--- config.mk ---
export PLATFORM = sky130hd
export DESIGN_NAME = reg_display_reader
export DESIGN_NICKNAME = d
export VERILOG_FILES = /design/src/rtl/disp_pkg.sv /design/src/rtl/bin2bcd_serial.sv /design/src/rtl/reg_display_reader.sv
export SDC_FILE = /design/constraint.sdc
export NUM_CORES = 1
export LEC_CHECK = 0
export CAP_MARGIN = 20
export CORE_MARGIN = 2
export CORE_UTILIZATION = 35
export CTS_CLUSTER_DIAMETER = 30
export DETAILED_ROUTE_END_ITERATION = 8
export PLACE_DENSITY = 0.62
export SYNTH_ARGS = -nofsm -noshare
export SYNTH_HDL_FRONTEND = slang
export SYNTH_HIERARCHICAL = 1
export SYNTH_SLANG_ARGS = --single-unit
--- constraint.sdc ---
create_clock -name clock -period 2 [get_ports clock]
set_input_delay 0.5 -clock clock [delete_from_list [all_inputs] [get_ports clock]]
set_output_delay 0.5 -clock clock [all_outputs]
set_load 0.02 [all_outputs]
--- src/rtl/disp_pkg.sv ---
// Shared display codes and FSM encoding for the register display reader.
// The blank/dash codes are also what software loads into registers 30/31.
package disp_pkg;
  localparam int DIGIT_W    = 7;
  localparam int BCD_DIGITS = 10;

  localparam logic [DIGIT_W-1:0] DISP_BLANK = 7'd126;
  localparam logic [DIGIT_W-1:0] DISP_DASH  = 7'd127;

  typedef enum logic [1:0] {
    ST_IDLE,
    ST_READ,
    ST_CONVERT,
    ST_FORMAT
  } disp_state_e;
endpackage

--- src/rtl/bin2bcd_serial.sv ---
// Serial shift-add-3 binary to BCD converter: 32-bit magnitude in,
// 10 BCD nibbles out after exactly 32 clocks following start.
module bin2bcd_serial
  import disp_pkg::*;
(
  input  logic                    clock,
  input  logic                    reset_n,
  input  logic                    start,
  input  logic [31:0]             mag,
  output logic                    busy,
  output logic                    last,
  output logic [4*BCD_DIGITS-1:0] bcd
);
  logic [31:0]             shreg;
  logic [4:0]              bit_cnt;
  logic [4*BCD_DIGITS-1:0] bcd_next;

  always_comb begin
    bcd_next = bcd;
    for (int i = 0; i < BCD_DIGITS; i++) begin
      if (bcd[4*i +: 4] >= 4'd5) bcd_next[4*i +: 4] = bcd[4*i +: 4] + 4'd3;
    end
    bcd_next = {bcd_next[4*BCD_DIGITS-2:0], shreg[31]};
  end

  assign last = busy && (bit_cnt == 5'd31);

  always_ff @(posedge clock or negedge reset_n) begin
    if (!reset_n) begin
      busy    <= 1'b0;
      shreg   <= '0;
      bit_cnt <= '0;
      bcd     <= '0;
    end else if (start) begin
      busy    <= 1'b1;
      shreg   <= mag;
      bit_cnt <= '0;
      bcd     <= '0;
    end else if (busy) begin
      bcd     <= bcd_next;
      shreg   <= {shreg[30:0], 1'b0};
      bit_cnt <= bit_cnt + 5'd1;
      if (last) busy <= 1'b0;
    end
  end
endmodule

--- src/rtl/reg_display_reader.sv ---
// Reads one bank register and formats it as eight 7-segment digit codes,
// with optional periodic auto-refresh.
//
// state   | meaning
// IDLE    | waiting for start or refresh timeout
// READ    | rd_data valid for rd_addr; sign captured, converter loaded
// CONVERT | 32 shift-add-3 steps in bin2bcd_serial
// FORMAT  | sign/blank/overflow formatting, digits load on exit
module reg_display_reader
  import disp_pkg::*;
#(
  parameter bit SIGNED         = 1'b1,
  parameter int REFRESH_CYCLES = 1000,
  parameter int NUM_DIGITS     = 8
) (
  input  logic                          clock,
  input  logic                          reset_n,
  input  logic                          start,
  input  logic [4:0]                    reg_sel,
  input  logic                          auto_refresh,
  output logic [4:0]                    rd_addr,
  input  logic [31:0]                   rd_data,
  output logic [NUM_DIGITS*DIGIT_W-1:0] digits,
  output logic                          busy,
  output logic                          done,
  output logic                          overflow
);
  localparam int RW = (REFRESH_CYCLES < 2) ? 1 : $clog2(REFRESH_CYCLES + 1);
  localparam logic [RW-1:0] REFRESH_MAX = RW'(REFRESH_CYCLES);

  disp_state_e state, state_next;
  logic [RW-1:0] refresh_cnt;
  logic          accept, neg, neg_r, conv_start, conv_busy, conv_last, fmt_ovf;
  logic [31:0]   mag;
  logic [4*BCD_DIGITS-1:0]       bcd;
  logic [NUM_DIGITS*DIGIT_W-1:0] fmt_digits;
  int            nsig;

  assign accept = (state == ST_IDLE) &&
                  (start || (auto_refresh && (refresh_cnt == REFRESH_MAX)));
  assign neg    = SIGNED && rd_data[31];
  assign mag    = neg ? (~rd_data + 32'd1) : rd_data;

  bin2bcd_serial u_bin2bcd (
    .clock   (clock),
    .reset_n (reset_n),
    .start   (conv_start),
    .mag     (mag),
    .busy    (conv_busy),
    .last    (conv_last),
    .bcd     (bcd)
  );

  always_ff @(posedge clock or negedge reset_n) begin
    if (!reset_n) state <= ST_IDLE;
    else          state <= state_next;
  end

  always_comb begin
    state_next = state;
    case (state)
      ST_IDLE:    if (accept) state_next = ST_READ;
      ST_READ:    state_next = ST_CONVERT;
      ST_CONVERT: if (conv_last || !conv_busy) state_next = ST_FORMAT;
      ST_FORMAT:  state_next = ST_IDLE;
      default:    state_next = ST_IDLE;
    endcase
  end

  always_comb begin
    busy       = (state != ST_IDLE);
    conv_start = (state == ST_READ);
  end

  // Significant digit count; a zero value still shows one digit.
  always_comb begin
    nsig = 1;
    for (int i = 1; i < BCD_DIGITS; i++) begin
      if (bcd[4*i +: 4] != 4'd0) nsig = i + 1;
    end
    fmt_ovf    = neg_r ? (bcd[39:28] != 12'd0) : (bcd[39:32] != 8'd0);
    fmt_digits = '0;
    for (int i = 0; i < NUM_DIGITS; i++) begin
      if (fmt_ovf)              fmt_digits[i*DIGIT_W +: DIGIT_W] = DISP_DASH;
      else if (i < nsig)        fmt_digits[i*DIGIT_W +: DIGIT_W] = {3'b000, bcd[4*i +: 4]};
      else if (neg_r && i == nsig) fmt_digits[i*DIGIT_W +: DIGIT_W] = DISP_DASH;
      else                      fmt_digits[i*DIGIT_W +: DIGIT_W] = DISP_BLANK;
    end
  end

  always_ff @(posedge clock or negedge reset_n) begin
    if (!reset_n) begin
      rd_addr  <= '0;
      neg_r    <= 1'b0;
      digits   <= {NUM_DIGITS{DISP_BLANK}};
      overflow <= 1'b0;
      done     <= 1'b0;
    end else begin
      done <= (state == ST_FORMAT);
      if (accept && start)      rd_addr <= reg_sel;
      if (state == ST_READ)     neg_r   <= neg;
      if (state == ST_FORMAT) begin
        digits   <= fmt_digits;
        overflow <= fmt_ovf;
      end
    end
  end

  // Acceptance clears the counter so it stays at zero while busy.
  always_ff @(posedge clock or negedge reset_n) begin
    if (!reset_n)
      refresh_cnt <= '0;
    else if (!auto_refresh || done || accept)
      refresh_cnt <= '0;
    else if ((state == ST_IDLE) && (refresh_cnt != REFRESH_MAX))
      refresh_cnt <= refresh_cnt + 1'b1;
  end
endmodule
==> results of run 1 <==
==> kinds of logic after synthesis <==
| logic type | share of synthesized area, % |
|---|---|
| compound gates | 17.9 |
| fa+ha+maj | 4.54 |
| buf+inv | 6.23 |
| mux | 5.39 |
| xor+xnor | 5.15 |
| simple gates | 17.1 |
| flops | 43.7 |
==> layer usage <==
metal  routed length (um)  vias to the layer above  part of all wire, %
li1                     -                     3214                    -
met1                 8780                     3132                   48
met2                 8750                      125                   47
met3                  653                       21                  3.5
met4                  258                        0                  1.4
met5                    0                        -                    0
==> worst reg2reg max path, delay by kind of cell (launching register included) <==
kind	cells	cell delay (ns)
buf+inv	1	0.17
compound gates	3	0.61
flops	1	0.38
simple gates	2	0.71
==> Yosys cell counts, drive strengths merged, types with 8 or more instances <==
| library cell | instances |
|---|---|
| dfrtp | 106 |
| nand2 | 74 |
| o21ai | 70 |
| buf | 43 |
| nor2 | 42 |
| inv | 35 |
| mux2i | 34 |
| xnor2 | 33 |
| dfstp | 32 |
| ha | 29 |
| o22a | 26 |
| a21oi | 25 |
| nand3 | 20 |
| o31ai | 19 |
| nand2b | 14 |
| xor2 | 14 |
| clkbuf | 12 |
| nand4 | 12 |
| a31oi | 11 |
| nor4 | 11 |
| o21a | 11 |
| or3 | 10 |
| mux2 | 8 |
| nand4b | 8 |
| or4b | 8 |
==> power breakdown <==
part	total (uW)	switching, uW	internal, uW
Clock	3510	1270	2240
Combinational	6950	3770	3180
Sequential	4700	680	4020
==> cells in the final DEF (no fill, tap or decap), types with 7 or more instances in the layout <==
cell type and count:
nor2_1 41, dlygate4sd2_1 57, o21ai_0 55, o31ai_1 11, a31oi_1 10, buf_4 106, a21oi_1 20, mux2_2 8
xnor2_1 33, nand4b_1 8, o21a_1 11, dfrtp_1 105, o22a_1 26, clkdlybuf4s50_1 36, xor2_1 14, ha_1 27
nand2b_1 13, nand2_1 73, dfstp_2 32, or4b_1 7, inv_1 35, nand4_1 10, o21ai_1 15, o311ai_1 7
clkbuf_16 19, or3_1 8, mux2i_1 34, nand3_1 18
==> worst max path at each step <==
stage | to | from
after floorplan | u_bin2bcd/shreg[27]$_DFFE_PN0P_ | rd_data[10]
after global placement | u_bin2bcd/shreg[30]$_DFFE_PN0P_ | rd_data[10]
after detailed placement | u_bin2bcd/shreg[29]$_DFFE_PN0P_ | rd_data[10]
after CTS | busy | state[1]$_DFFE_PN0P_
after global routing | digits[9]$_DFFE_PN1P_ | u_bin2bcd/bcd[5]$_DFFE_PN0P_
final | digits[0] | digits[0]$_DFFE_PN0P_
==> state kept, by name, summed over array words and instances, names as in the netlist <==
register	flops
neg_r	1
u_bin2bcd/bcd	40
u_bin2bcd/shreg	32
u_bin2bcd/bit_cnt	5
u_bin2bcd/busy	1
rd_addr	5
done	1
state	2
overflow	1
digits	40
refresh_cnt	10
==> final cells by class <==
cell class                      count  share of cell area, %
Multi-Input combinational cell    562                   39.0
Clock inverter                     13                   1.74
Timing Repair Buffer              217                   17.5
Sequential cell                   138                   32.7
Tap cell                          285                   3.34
Inverter                           35                   1.23
Clock buffer                       19                   4.45
==> metrics by stage <==
step / area, um^2 / setup TNS (ns) / utilization (%) / setup WS, ns
after global placement: 9920 / -9.96 / 44.1 / -0.548
after detailed placement: 9920 / -10.65 / 44.1 / -0.572
after global routing: 10700 / -0.0216 / 47.5 / -0.00895
after floorplan: 7990 / 0 / - / 0.000415
after CTS: 10600 / -0.0151 / 47.1 / -0.0151
final: 10700 / 0 / 47.5 / 0.0639
==> repair_timing <==
action / CTS / global route
setup endpoints to repair: 63 / 18
pin swaps: 13 / 19
hold buffers: 0 / 0
cloned: 0 / 0
hold endpoints to repair: 0 / 0
resized for setup: 82 / 29
setup buffers: 3 / 2
==> reports/results.tsv, run 1 <==
stage	metric	value	unit
routing	DRT iter0 DRCs	331	
floorplanning	core area	22500	um^2
cts	TritonCTS clock tree	yes	
final_layout	fill count	2113	
critical_path	reg2reg path depth	6	
routing	via count	6492	
cts	Reg clk slew, reported paths	0.06	ns
critical_path	FF-to-FF setup slack	0.08	ns
grt	vias in the first global route	6215	
synth	Area contributors post-synth	dfrtp_1, dfstp_2, ha_1, mux2i_1, o21ai_0	
final_layout	Multi-input gate area	4170	um^2
critical_path	crit end category	output pin	
synth	Synth Cell Area	7990	um^2
critical_path	Max stage delay on crit path	0.62	ns
final_layout	Seq. cell area	3500	um^2
grt	initial antenna violation count	0	
pwr	Final Total Pwr	15200	uW
synth	Seq cells post-synth	138	
floorplanning	row cnt	55	
synth	EDFF count, synth	0	
sta	Slew Limit Fails	0	
job	Max-Cap Viols	0	
grt	GRT met2 Usage	25.6	%
place	PortBufs	104	
cts	CTS Sinks	138	
floorplanning	initial core utilization	35.5	%
critical_path	Req. time, crit path	1.50	ns
sta	Final Setup Violations	0	
min_path	Hold Path Class	in2async	
cts	# H-tree levels	4	
place	Inst Count DP	1232	
grt	first-pass GRT wire length	31.0	mm
routing	1st-pass router iterations	4	
final_layout	share of layout cells above drive strength 1	24.6	%
floorplanning	Die X	155	um
sta	actual slew at the worst max-slew pin	0.493	ns
sta	final hold viol count	0	
pwr	Leak Pwr	0.00458	uW
routing	DR vias/cell	5.12	
sta	period utilization	96.8	%
synth	top_reg_cell synth	dfrtp_1	
critical_path	Crit Path Class	reg2out	
grt	pin count of the biggest net entering global routing	49	
sta	Fin Hold WS	0.0220	ns
critical_path	CP delay by family, top	buffers and inverters	
final_layout	ant diodes	0	
cts	clock buffer depth	2	
synth	Yosys Warn Count	6	
cts	total CTS buffers	17	
floorplanning	IO Count	105	
grt	Total GRT Usage	15.8	%
sta	fmax	516	MHz
grt	met3 usage in global routing	2.65	%
critical_path	worst reg2reg startpoint	u_bin2bcd/bcd[5]$_DFFE_PN0P_	
floorplanning	Chip Height	155	um
routing	Total Wirelength	18.4	mm
critical_path	Slowest cell on crit path	clkdlybuf4s50_1	
synth	Mapped Nets	860	
sta	Worst slew margin	67.1	%
synth	Distinct cells, synth	69	
final_layout	Layout Nets	1041	
synth	Syn Inst Count	790	
final_layout	Final Non-Filler Cells	1269	
critical_path	WP data arrival	1.44	ns
pwr	VDD IR max	0.509	mV
synth	sequential area share after synthesis	43.7	%
cts	clk_lat worst skew	0.42	ns
sta	Tmin final	1.94	ns
pwr	pwr dens	1420	nW/um^2
cts	CTS root buf	clkbuf_16	
synth	cell taking the most area after synthesis	dfrtp_1	
synth	top cell type's share of synthesized area	33.2	%
critical_path	Crit path depth	1	
synth	Syn Area/Cell	10.1	um^2
grt	GR peak layer	met2	
critical_path	CP Max Fanout	2	
grt	GRT overflow	0	
sta	Clock Skew	0.00768	ns
synth	Post-synth ARST share	100	%
routing	wire length per cell	14.5	um
routing	DRC	0	
floorplanning	die area	24100	um^2
routing	DRT antenna net count	0	
critical_path	Startpoint Class	flop	
critical_path	CP bufs+invs	1	
final_layout	Layout area overhead	33.7	%
place	gpl congestion	0.806	
place	detailed placement HPWL	13.3	mm
run_status	status	finished clean	
grt	met1 Resource Use GR	21.8	%
critical_path	reg2reg end	digits[8]$_DFFE_PN1P_	
critical_path	worst path cell trace	clkdlybuf4s50_1	
No activity file was read; power rests on OpenSTA's default activity.
==> run 2, diff against run 1 <==
Settings changed: CORE_UTILIZATION 35 to 55, PLACE_DENSITY 0.62 to 0.87.
==> run 2 against run 1 <==
  * Core utilization grew 25 points
  * Total power shrank 2.6%
  * Design area shrank 2.3%
  * Sequential share of layout area grew 0.78 points
  * Final cell count shrank 8.3%
  * Clock skew grew 0.00073 ns
  * Flip-flop and latch count is the same
==> reports/results.tsv, run 2 (synthesis results as in run 1) <==
stage	metric	value	unit
routing	1st-pass router iterations	6	
floorplanning	row cnt	44	
final_layout	commonest non-fill, non-tap cell in the layout	dfrtp_1	
final_layout	Top Registers	digits: 40 flops, u_bin2bcd/bcd: 40 flops, u_bin2bcd/shreg: 32 flops	
routing	via count	6821	
sta	Final Setup Violations	0	
sta	RSZ-0062 raised after global routing	yes	
critical_path	WP data arrival	2.30	ns
routing	DR vias/cell	5.86	
sta	Worst slew margin	69.8	%
cts	CTS root buf	clkbuf_16	
critical_path	crit end category	flop	
pwr	P_int	8960	uW
final_layout	ant diodes	0	
sta	period utilization	97.8	%
pwr	pwr dens	1410	nW/um^2
cts	TritonCTS clock tree	yes	
pwr	Clk network pwr share	19.8	%
final_layout	Layout Nets	1037	
final_layout	share of layout cells above drive strength 1	24.3	%
sta	actual slew at the worst max-slew pin	0.452	ns
grt	vias in the first global route	6739	
min_path	Hold Path Class	in2async	
grt	pin count of the biggest net entering global routing	74	
sta	PnR worst setup slack	0.0450	ns
routing	DRT iter0 DRCs	623	
floorplanning	Chip Height	125	um
pwr	Psw	5800	uW
pwr	Reg power frac	32.0	%
job	Max-Cap Viols	0	
pwr	Comb power frac	48.2	%
floorplanning	die area	15500	um^2
cts	hold_buf cts	0	
final_layout	Layout area overhead	30.6	%
grt	GRT overflow	0	
cts	clk_lat worst skew	0.43	ns
sta	Slew Limit Fails	0	
grt	Total GRT Usage	25.2	%
floorplanning	core area	14400	um^2
routing	DRC	0	
sta	fmax	512	MHz
routing	wire length per cell	16.8	um
final_layout	fill count	957	
critical_path	CP dominant cell by count	buf_6	
floorplanning	initial core utilization	55.6	%
critical_path	Req. time, crit path	2.35	ns
sta	setup TNS	0	ns
pwr	Net Sw Frac	39.3	%
cts	# H-tree levels	4	
critical_path	CP Max Fanout	5	
routing	DRT antenna net count	0	
cts	total CTS buffers	17	
sta	Clock Skew	0.00841	ns
cts	Reg clk slew, reported paths	0.06	ns
critical_path	Slowest cell on crit path	or4_4	
critical_path	Startpoint Class	primary input	
grt	initial antenna violation count	0	
run_status	status	finished clean	
place	Placement Setup Slack	-0.644	ns
final_layout	most frequent cells in the layout	dfrtp_1, buf_4, nand2_1	
floorplanning	Die X	125	um
sta	Tmin final	1.96	ns
cts	clock buffer depth	2	
pwr	VDD IR max	0.883	mV
cts	CTS Sinks	138	
floorplanning	IO Count	105	
critical_path	Max stage delay on crit path	0.58	ns
sta	final hold viol count	0	
place	detailed placement HPWL	12.9	mm
routing	Total Wirelength	19.6	mm
critical_path	worst path cell trace	buf_6, or4_4, buf_6, nor2_4, nand4_4, o31ai_4, xnor2_1, nand2_1, o21ai_1	
place	PortBufs	104	
grt	first-pass GRT wire length	32.1	mm
pwr	Leak Pwr	0.00451	uW
place	gpl congestion	0.872	
critical_path	Crit Path Class	in2reg	
==> run 2: path summary, 6_finish.rpt <==
| path | startpoint | to | slack [ns] | cells after the start |
|---|---|---|---|---|
| worst max-delay path | rd_data[8] | u_bin2bcd/shreg[30]$_DFFE_PN0P_ | 0.04 | 9 |
| worst min-delay path | reset_n | u_bin2bcd/bcd[10]$_DFFE_PN0P_ | 0.01 | 1 |
| worst max register to register | u_bin2bcd/bcd[5]$_DFFE_PN0P_ | digits[14]$_DFFE_PN0P_ | 0.06 | 5 |
| worst min register to register | digits[6]$_DFFE_PN1P_ | digits[6]$_DFFE_PN1P_ | 0.49 | 2 |
| max in group asynchronous | reset_n | digits[1]$_DFFE_PN1P_ | 1.37 | 2 |
| min in group clock | rd_data[11] | u_bin2bcd/shreg[11]$_DFFE_PN0P_ | 0.41 | 4 |
==> run 2: through the flow <==
step / cell area, um^2 / hold WS [ns] / total power, uW / std cells / util (%)
final: 10400 / 0.0128 / 14800 / 1164 / 72.6
after global routing: 10400 / 0.0311 / 15700 / 1164 / 72.6
after CTS: 10300 / 0.0139 / 14600 / 1160 / 71.9
after detailed placement: 9760 / 0.466 / 11800 / 1127 / 67.9
after global placement: 9760 / 0.459 / 11500 / 1127 / 67.9
after floorplan: 7990 / 0.204 / 9060 / 790 / -
==> run 2: power by group through the flow <==
| stage | logic [uW] | registers (uW) | clock network (uW) |
|---|---|---|---|
| after detailed placement | 7050 | 4760 | 0 |
| after CTS | 6920 | 4710 | 2950 |
| after global placement | 6790 | 4710 | 0 |
| after floorplan | 3840 | 5220 | 0 |
| final | 7110 | 4720 | 2920 |
| after global routing | 7710 | 4850 | 3090 |
==> run 2: layout make-up <==
class / count / area [um^2] / area share [%]
clock buffer: 23 / 478 / 4.58
clock inverter: 9 / 72.6 / 0.695
inverter: 35 / 131 / 1.26
multi-input combinational: 562 / 4190 / 40.1
sequential: 138 / 3500 / 33.5
tap: 184 / 230 / 2.21
timing repair buffer: 213 / 1840 / 17.7
==> run 2: per-layer routing <==
layer,vias up,track usage (%),part of all wire [%]
met2,261,43.5,51
met4,0,9.91,1.9
met3,40,4.77,4.7
met1,3317,31.2,42
met5,-,0,0
li1,3203,-,-
==> run 2: worst max-delay path, delay by kind of cell <==
family	cells	cell delay [ns]
compound gates	2	0.37
xor+xnor	1	0.16
buf+inv	2	0.24
simple gates	4	1.04
==> run 2: repair_timing <==
action / 4_1_cts / 5_1_grt
endpoints found under the hold margin: 0 / 0
gates cloned: 0 / 0
resized for setup: 89 / 38
pin swaps: 21 / 19
setup buffers: 1 / 4
setup endpoints to repair: 65 / 39
==> run 3, diff against run 2 <==
Settings changed: CORE_UTILIZATION 55 to 51, PLACE_DENSITY 0.87 to 0.82, SYNTH_HIERARCHICAL 1 to unset, TNS_END_PERCENT set to 10.
==> run 3 against run 2 <==
  * The run now ends with negative setup slack left
  * Synthesized area down 3.4%
  * Via count decreased by 3.6%
  * First-iteration DRC count shrank 47%
  * Critical endpoint is now u_bin2bcd.shreg[28]$_DFFE_PN0P_
  * Largest power group unchanged
  * Highest routed layer unchanged
==> reports/results.tsv, run 3 <==
stage	metric	value	unit
final_layout	Layout area overhead	36.7	%
final_layout	Layout Nets	1051	
floorplanning	core area	14600	um^2
critical_path	Max stage delay on crit path	0.44	ns
sta	Tmin final	2.01	ns
pwr	Psw	5830	uW
synth	top cell type's share of synthesized area	34.4	%
synth	sequential area share after synthesis	45.3	%
final_layout	share of layout cells above drive strength 1	26.0	%
floorplanning	die area	16100	um^2
final_layout	fill count	1003	
critical_path	Req. time, crit path	2.30	ns
cts	CTS root buf	clkbuf_16	
synth	EDFF count, synth	0	
critical_path	worst path cell trace	clkdlybuf4s50_1, nor4_2, nand3_2, o41ai_2, xor2_1, a21oi_1	
min_path	Hold Path Class	in2async	
routing	wire length per cell	16.2	um
cts	clock buffer depth	2	
sta	setup TNS	-0.0168	ns
synth	Synth Cell Area	7720	um^2
floorplanning	row cnt	44	
sta	Clock Skew	0.00712	ns
routing	1st-pass router iterations	6	
final_layout	Top Registers	digits: 40 flops, u_bin2bcd.bcd: 40 flops, u_bin2bcd.shreg: 32 flops	
sta	final hold viol count	0	
sta	Fin Hold WS	0.0251	ns
critical_path	Crit Path Class	in2reg	
sta	period utilization	100	%
cts	total CTS buffers	17	
critical_path	FF-to-FF setup slack	0	ns
critical_path	CP delay by family, top	simple AND/OR/NAND/NOR gates	
cts	clk_lat worst skew	0.42	ns
pwr	Leak Pwr	0.00460	uW
final_layout	Final Core Density	72.0	%
synth	Seq cells post-synth	138	
synth	Post-synth top cells	dfrtp_1, a21oi_1, nor2_1	
synth	cell taking the most area after synthesis	dfrtp_1	
routing	Total Wirelength	19.1	mm
cts	hold_buf cts	0	
synth	Syn Inst Count	779	
run_status	failing checks	negative setup slack	
critical_path	CP Max Fanout	8	
place	PortBufs	104	
pwr	Net Sw Frac	37.4	%
sta	fmax	498	MHz
floorplanning	initial core utilization	52.7	%
sta	Worst slew margin	63.5	%
critical_path	Slowest cell on crit path	clkdlybuf4s50_1	
cts	Reg clk slew, reported paths	0.05	ns
routing	DRC	0	
sta	RSZ-0062 raised after global routing	yes	
synth	most numerous cell in the Yosys netlist	dfrtp_1	
final_layout	Seq. cell area	3500	um^2
routing	DR vias/cell	5.59	
cts	CTS Sinks	138	
final_layout	most frequent cells in the layout	buf_4, dfrtp_1, a21oi_1	
pwr	Clk network pwr share	20.6	%
floorplanning	Die X	127	um
pwr	P_int	9750	uW
sta	PnR worst setup slack	-0.00849	ns
floorplanning	Chip Height	127	um
synth	Area contributors post-synth	dfrtp_1, dfstp_2, ha_1, a21oi_1, xor2_1	
place	Placement Setup Slack	-0.548	ns
job	Max-Cap Viols	0	
final_layout	commonest non-fill, non-tap cell in the layout	buf_4	
pwr	pwr dens	1480	nW/um^2
critical_path	crit end category	flop	
run_status	status	complete, but fails checks	
synth	Yosys Warn Count	0	
synth	Distinct cells, synth	59	
routing	via count	6578	
place	Inst Count DP	1140	
place	detailed placement HPWL	12.9	mm
grt	GRT overflow	0	
final_layout	Multi-input gate area	4070	um^2
grt	pin count of the biggest net entering global routing	52	
grt	first-pass GRT wire length	30.8	mm
critical_path	WP data arrival	2.31	ns
sta	Slew Limit Fails	0	
critical_path	Startpoint Class	primary input	
grt	initial antenna violation count	0	
final_layout	ant diodes	0	
pwr	VDD IR max	0.731	mV
routing	DRT antenna net count	0	
pwr	Reg power frac	30.9	%
pwr	Comb power frac	48.6	%
grt	Total GRT Usage	23.6	%
place	gpl congestion	0.862	
sta	Final Setup Violations	4	
synth	Mapped Nets	851	
final_layout	Final Non-Filler Cells	1176	
sta	actual slew at the worst max-slew pin	0.542	ns
critical_path	CP bufs+invs	1	
synth	top_reg_cell synth	dfrtp_1	
synth	Post-synth ARST share	100	%
grt	vias in the first global route	6566	
floorplanning	IO Count	105	
cts	# H-tree levels	4	
synth	Syn Area/Cell	9.91	um^2
cts	TritonCTS clock tree	yes	
routing	DRT iter0 DRCs	329	
==> run 3: cells by family (layout without fill, tap and decap cells) <==
family	Yosys count	after routing	share of synthesized area, %
AOI/OAI and AO/OA	208	208	17.7
xor gates and xnor gates	57	57	6.47
and+or+nand+nor	228	228	16.2
buffers and inverters	83	296	4.85
muxes	34	34	4.52
adders and majority gates	31	31	5.03
DFF	138	138	45.3
==> run 3: final cells by class <==
class / count / area share, %
clock buffer: 25 / 4.70
clock inverter: 7 / 1.07
inverter: 32 / 1.14
multi-input combinational: 558 / 38.6
sequential: 138 / 33.1
tap: 184 / 2.18
timing repair buffer: 232 / 19.2
==> run 3: power by group through the flow <==
stage          logic [uW]  registers (uW)  clock network, uW
6_report             7560            4810               3210
2_1_floorplan        3880            5240                  0
3_3_place_gp         6970            4760                  0
4_1_cts              7190            4760               3260
5_1_grt              8250            4940               3390
3_5_place_dp         7240            4800                  0
==> run 3: per-layer routing <==
| layer | share of wire (%) | vias up | global-route usage, % |
|---|---|---|---|
| met4 | 2.8 | 0 | 10.3 |
| li1 | - | 3153 | - |
| met3 | 3.8 | 45 | 5.23 |
| met2 | 51 | 166 | 39.5 |
| met1 | 42 | 3214 | 29.5 |
| met5 | 0 | - | 0 |
==> run 3: path summary, 6_finish.rpt <==
check,from,end,cells after the start
max,rd_data[19],u_bin2bcd.shreg[28]$_DFFE_PN0P_,6
min,reset_n,u_bin2bcd.shreg[21]$_DFFE_PN0P_,1
max reg2reg,u_bin2bcd.bcd[28]$_DFFE_PN0P_,digits[10]$_DFFE_PN1P_,8
min reg2reg,digits[6]$_DFFE_PN1P_,digits[6]$_DFFE_PN1P_,2
max in group asynchronous,reset_n,digits[31]$_DFFE_PN1P_,2
min in group clock,digits[6]$_DFFE_PN1P_,digits[6]$_DFFE_PN1P_,2
==> run 3: metrics by stage <==
stage	power (uW)	cell area [um^2]
after global routing	16600	10600
after CTS	15200	10400
final	15600	10600
after global placement	11700	9760
after detailed placement	12000	9760
after floorplan	9120	7720
==> run 3: timing repair <==
| action | in CTS | in global routing |
|---|---|---|
| endpoints found under the setup margin | 77 | 51 |
| setup buffers | 0 | 4 |
| pin swaps | 10 | 17 |
| resized for setup | 76 | 43 |
==> RTL edit 1, RTL diff (settings of run 3) <==
Set the parameter `SIGNED` to 1'b0 (it was 1'b1).
--- a/src/rtl/reg_display_reader.sv
+++ b/src/rtl/reg_display_reader.sv
@@ -10,5 +10,5 @@
   import disp_pkg::*;
 #(
-  parameter bit SIGNED         = 1'b1,
+  parameter bit SIGNED         = 1'b0,
   parameter int REFRESH_CYCLES = 1000,
   parameter int NUM_DIGITS     = 8
Formal check against the unedited RTL: no difference found for any inputs over 10 cycles, from zero or initial values and one cycle with reset_n low; that may be too few to reach the edited logic, so the function may still have changed.
==> RTL edit 1 against run 3 <==
- hold slack improved by 31 ps
- register-to-register slack improved by 120 ps
- setup slack improved by 68 ps
- wire length decreased by 24%
- clock power decreased by 9.3%
- combinational power decreased by 24%
- final cell count decreased by 18%
- total power decreased by 14%
- sequential cell count decreased by 1
- final area decreased by 17%
- non-clock buffer count decreased by 104
- synthesized area decreased by 9.3%
- global-route usage decreased by 2.4 points
- clock skew increased by 4.6 ps
==> RTL edit 1: results <==
[worst_setup_path]
critPathMaxFanout = 4
cp.arrival_ps = 1440
path_delay_family = "buffers and inverters"
cp_slowest_cell = "dfrtp_1"

[yosys]
syn_avg_cell_area_sq_um = 10.2
ys_types = 50
synthesis.nets = 754
ys_top_cells_by_count = "105 x dfrtp_1, 53 x nand2_1, 51 x nor2_1, 51 x o21ai_0, 38 x nand2b_1"

[run_status]
status = "finished, final reports clean"

[pwr]
switching_power_mw = 4.99
vdd_drop_max_v = 0.000790
seqPwrFrac_pct = 35.2
leakagePower_nw = 3.89
seq-power_mw = 4.69
power_frac_comb_pct = 43.0

[route]
firstDrtPassIters = 5
drt_iter0_drc = 347
wire_per_inst_um = 15.1

[placed_design]
place_congestion = 0.828
pre_cts_slack_ps = 86.1
dp.cells = 929
post_dp_cell_area_sq_um = 8160
place_hpwl_um = 9960

[sta]
clock_skew_ps = 11.7
slew_headroom_pct = 64.5

[grt]
grt_first_pass_wirelength_um = 24700
grt_max_degree = 111
grt_usage_pct = 21.2

[layout]
final_cells = 967
drive_gt1_share_pct = 15.4
RTL edit 1: cell count changes after synthesis, moves of 14 or more:
cell | before | now
a211oi_1 | 33 | 4
a21oi_1 | 71 | 37
buf_2 | 2 | 16
nand2b_1 | 13 | 38
nor2b_1 | 27 | 1
o21ai_0 | 29 | 51
o22a_1 | 24 | 10
o22ai_1 | 0 | 18
xor2_1 | 32 | 5
RTL edit 1: final timing paths:
kind	start	slack, ps	to	cells after the start
max	state[0]	60	busy	4
min	reset_n	60	u_bin2bcd.shreg[2]	1
max reg2reg	u_bin2bcd.bcd[29]	120	digits[16]	7
min reg2reg	digits[10]	480	digits[10]	2
max in group asynchronous	reset_n	1250	digits[31]	2
min in group clock	digits[10]	480	digits[10]	2
RTL edit 1: final cells by class:
cell class	instances	area (sq um)
clock buffer	28	507
clock inverter	3	40.0
fill	1064	4630
inverter	33	124
multi-input combinational	462	3150
sequential	137	3470
tap	176	220
timing repair buffer	128	1210
RTL edit 1: timing repair:
action                     4_1_cts  5_1_grt
setup buffers                    0        7
setup endpoints to repair       49       14
gates resized for setup         51        4
RTL edit 1: kinds of logic after synthesis:
kind of cell / after synthesis / synth area share, %
multiplexers: 51 / 7.56
XOR/XNOR: 27 / 3.38
AND/OR/NAND/NOR: 195 / 14.2
buffers and inverters: 85 / 5.86
AO/OA/AOI/OAI: 160 / 14.3
flip-flops: 137 / 49.5
adder cells (fa/ha/maj): 29 / 5.18
RTL edit 1: routing by layer:
metal / track usage (%) / vias up / share of wire [%]
met3: 5.22 / 31 / 5.5
met4: 8.84 / 0 / 2.2
met5: 0 / - / 0
li1: - / 2549 / -
met1: 26.8 / 2533 / 43
met2: 34.9 / 179 / 49
==> RTL edit 2, RTL diff (settings of run 3) <==
Made on the original files. Compare `refresh_cnt` against `REFRESH_MAX` with >= in place of ==.
--- a/src/rtl/reg_display_reader.sv
+++ b/src/rtl/reg_display_reader.sv
@@ -38,5 +38,5 @@
 
   assign accept = (state == ST_IDLE) &&
-                  (start || (auto_refresh && (refresh_cnt == REFRESH_MAX)));
+                  (start || (auto_refresh && (refresh_cnt >= REFRESH_MAX)));
   assign neg    = SIGNED && rd_data[31];
   assign mag    = neg ? (~rd_data + 32'd1) : rd_data;
Function: same outputs for any inputs over 10 cycles, from zero or initial values and one cycle with reset_n low; that may be too few to reach the edited logic, so the function may still have changed.
==> RTL edit 2 against run 3 <==
- the run still ends with negative setup slack left
- wire length up 2.9%
- final area up 1.9%
- combinational power down 11%
- first-iteration DRC count up 35%
- clock power up 1%
- global-route usage up 1.0 points
- setup slack worse by 250 ps
- total power down 6.3%
- register-to-register slack worse by 260 ps
- hold slack better by 380 ps
- synthesized area down 0.11%
- sequential cell count unchanged
- via count up 4.9%
- final cell count up 1.6%
==> RTL edit 2: results <==
[clock_tree]
htreeDepth = 4

[layout]
fillerInstances = 971
drive_gt1_share_pct = 29.8
nets = 1070

[route]
vias = 6898
firstDrtPassIters = 5
wire_per_inst_um = 16.4
routed_wl_um = 19600
drt_iter0_drc = 444

[sta]
worst_slack_ps = -256
clock_skew_ps = 6.63
finalSetupViolCount = 27
slew_headroom_pct = 66.3

[placed_design]
dp.cells = 1152
post_dp_cell_area_sq_um = 9850
place_hpwl_um = 12700
pre_cts_slack_ps = -748

[grt]
grt_pass1_vias = 6841
grt_first_pass_wirelength_um = 32300
grt_usage_pct = 24.6
grt_max_degree = 47

[yosys]
async_flop_share_pct = 100
ys_top_cells_by_count = "106 x dfrtp_1, 65 x a21oi_1, 64 x nand2_1"
synthesis.nets = 862
ys_types = 64
synth_top_area_share_pct = 34.4
seq_area_frac_synth_pct = 45.3
synth_cells = 790
synthTopCellsByArea = "dfrtp_1 34%, dfstp_2 11%, ha_1 5.0%, a21oi_1 4.2%, xor2_1 3.2%"

[worst_setup_path]
cp_slowest_cell = "or3b_4"
critPathMaxFanout = 4
cp.arrival_ps = 2620

[pwr]
vdd_drop_max_v = 0.000935

[run_status]
status = "complete, but fails checks"
violations = "negative setup slack"

[worst_hold_path]
hp-class = "input port to register"
-- RTL edit 2: cell count changes after synthesis, moves of 7 or more --
| cell | change |
|---|---|
| nor2_1 | -11 |
| nand2_1 | +15 |
| o21ai_1 | -7 |
| clkbuf_1 | +8 |
| a211oi_1 | -9 |
-- RTL edit 2: worst paths after layout --
check	startpoint	endpoint	depth (start not counted)	slack [ps]
hold / removal	rd_data[0]	u_bin2bcd.shreg[0]	4	400
hold reg to reg	digits[6]	digits[6]	2	500
setup / recovery	u_bin2bcd.bcd[29]	digits[35]	9	-260
max in group asynchronous	reset_n	digits[27]	3	830
min in group asynchronous	reset_n	u_bin2bcd.bcd[31]	2	540
setup reg to reg	u_bin2bcd.bcd[29]	digits[35]	9	-260
-- RTL edit 2: area by class of cell --
type                            count  area (sq um)  share of cell area (%)
Timing Repair Buffer              247          2110                    19.6
Sequential cell                   138          3500                    32.5
Tap cell                          184           230                    2.14
Multi-Input combinational cell    564          4180                    38.9
Inverter                           30           113                    1.05
Clock inverter                     11           144                    1.34
Clock buffer                       21           470                    4.38
-- RTL edit 2: per-stage QoR --
| step | utilization, % | hold WS [ps] | TNS [ps] |
|---|---|---|---|
| 2_1_floorplan | - | 204 | -5250 |
| 3_3_place_gp | 67.3 | 416 | -16340 |
| 3_5_place_dp | 67.3 | 414 | -18440 |
| 4_1_cts | 72.6 | 408 | -1320 |
| 5_1_grt | 73.4 | 430 | -5480 |
| 6_report | 73.4 | 404 | -2760 |
-- RTL edit 2: logic make-up after synthesis --
logic type | count (synthesis) | synth area share [%]
and+or+nand+nor | 235 | 15.8
AOI/OAI and AO/OA | 210 | 18.0
DFF | 138 | 45.3
buffers and inverters | 88 | 5.10
xor gates and xnor gates | 53 | 6.02
muxes | 35 | 4.72
adders and majority gates | 31 | 5.03
-- RTL edit 2: power by group through the flow --
| stage | Combinational (mW) | Clock, mW | Sequential, mW |
|---|---|---|---|
| CTS | 6.49 | 3.26 | 4.61 |
| detailed placement | 6.49 | 0 | 4.65 |
| global placement | 6.28 | 0 | 4.60 |
| floorplan | 3.55 | 0 | 5.05 |
| finish | 6.71 | 3.25 | 4.64 |
| global route | 7.26 | 3.41 | 4.75 |
-- RTL edit 2: repair_timing --
action                                  CTS  global route
endpoints found under the hold margin    17             0
resized for setup                       139            23
endpoints found under the setup margin  107            50
buffers inserted                          8             2
pin swaps                                34            16
hold buffers                              1             0
-- RTL edit 2: routing by layer --
| metal | track usage, % | part of all wire [%] |
|---|---|---|
| met5 | 0 | 0 |
| met4 | 8.53 | 2.4 |
| met3 | 5.40 | 5.4 |
| met2 | 42.5 | 51 |
| met1 | 30.6 | 41 |
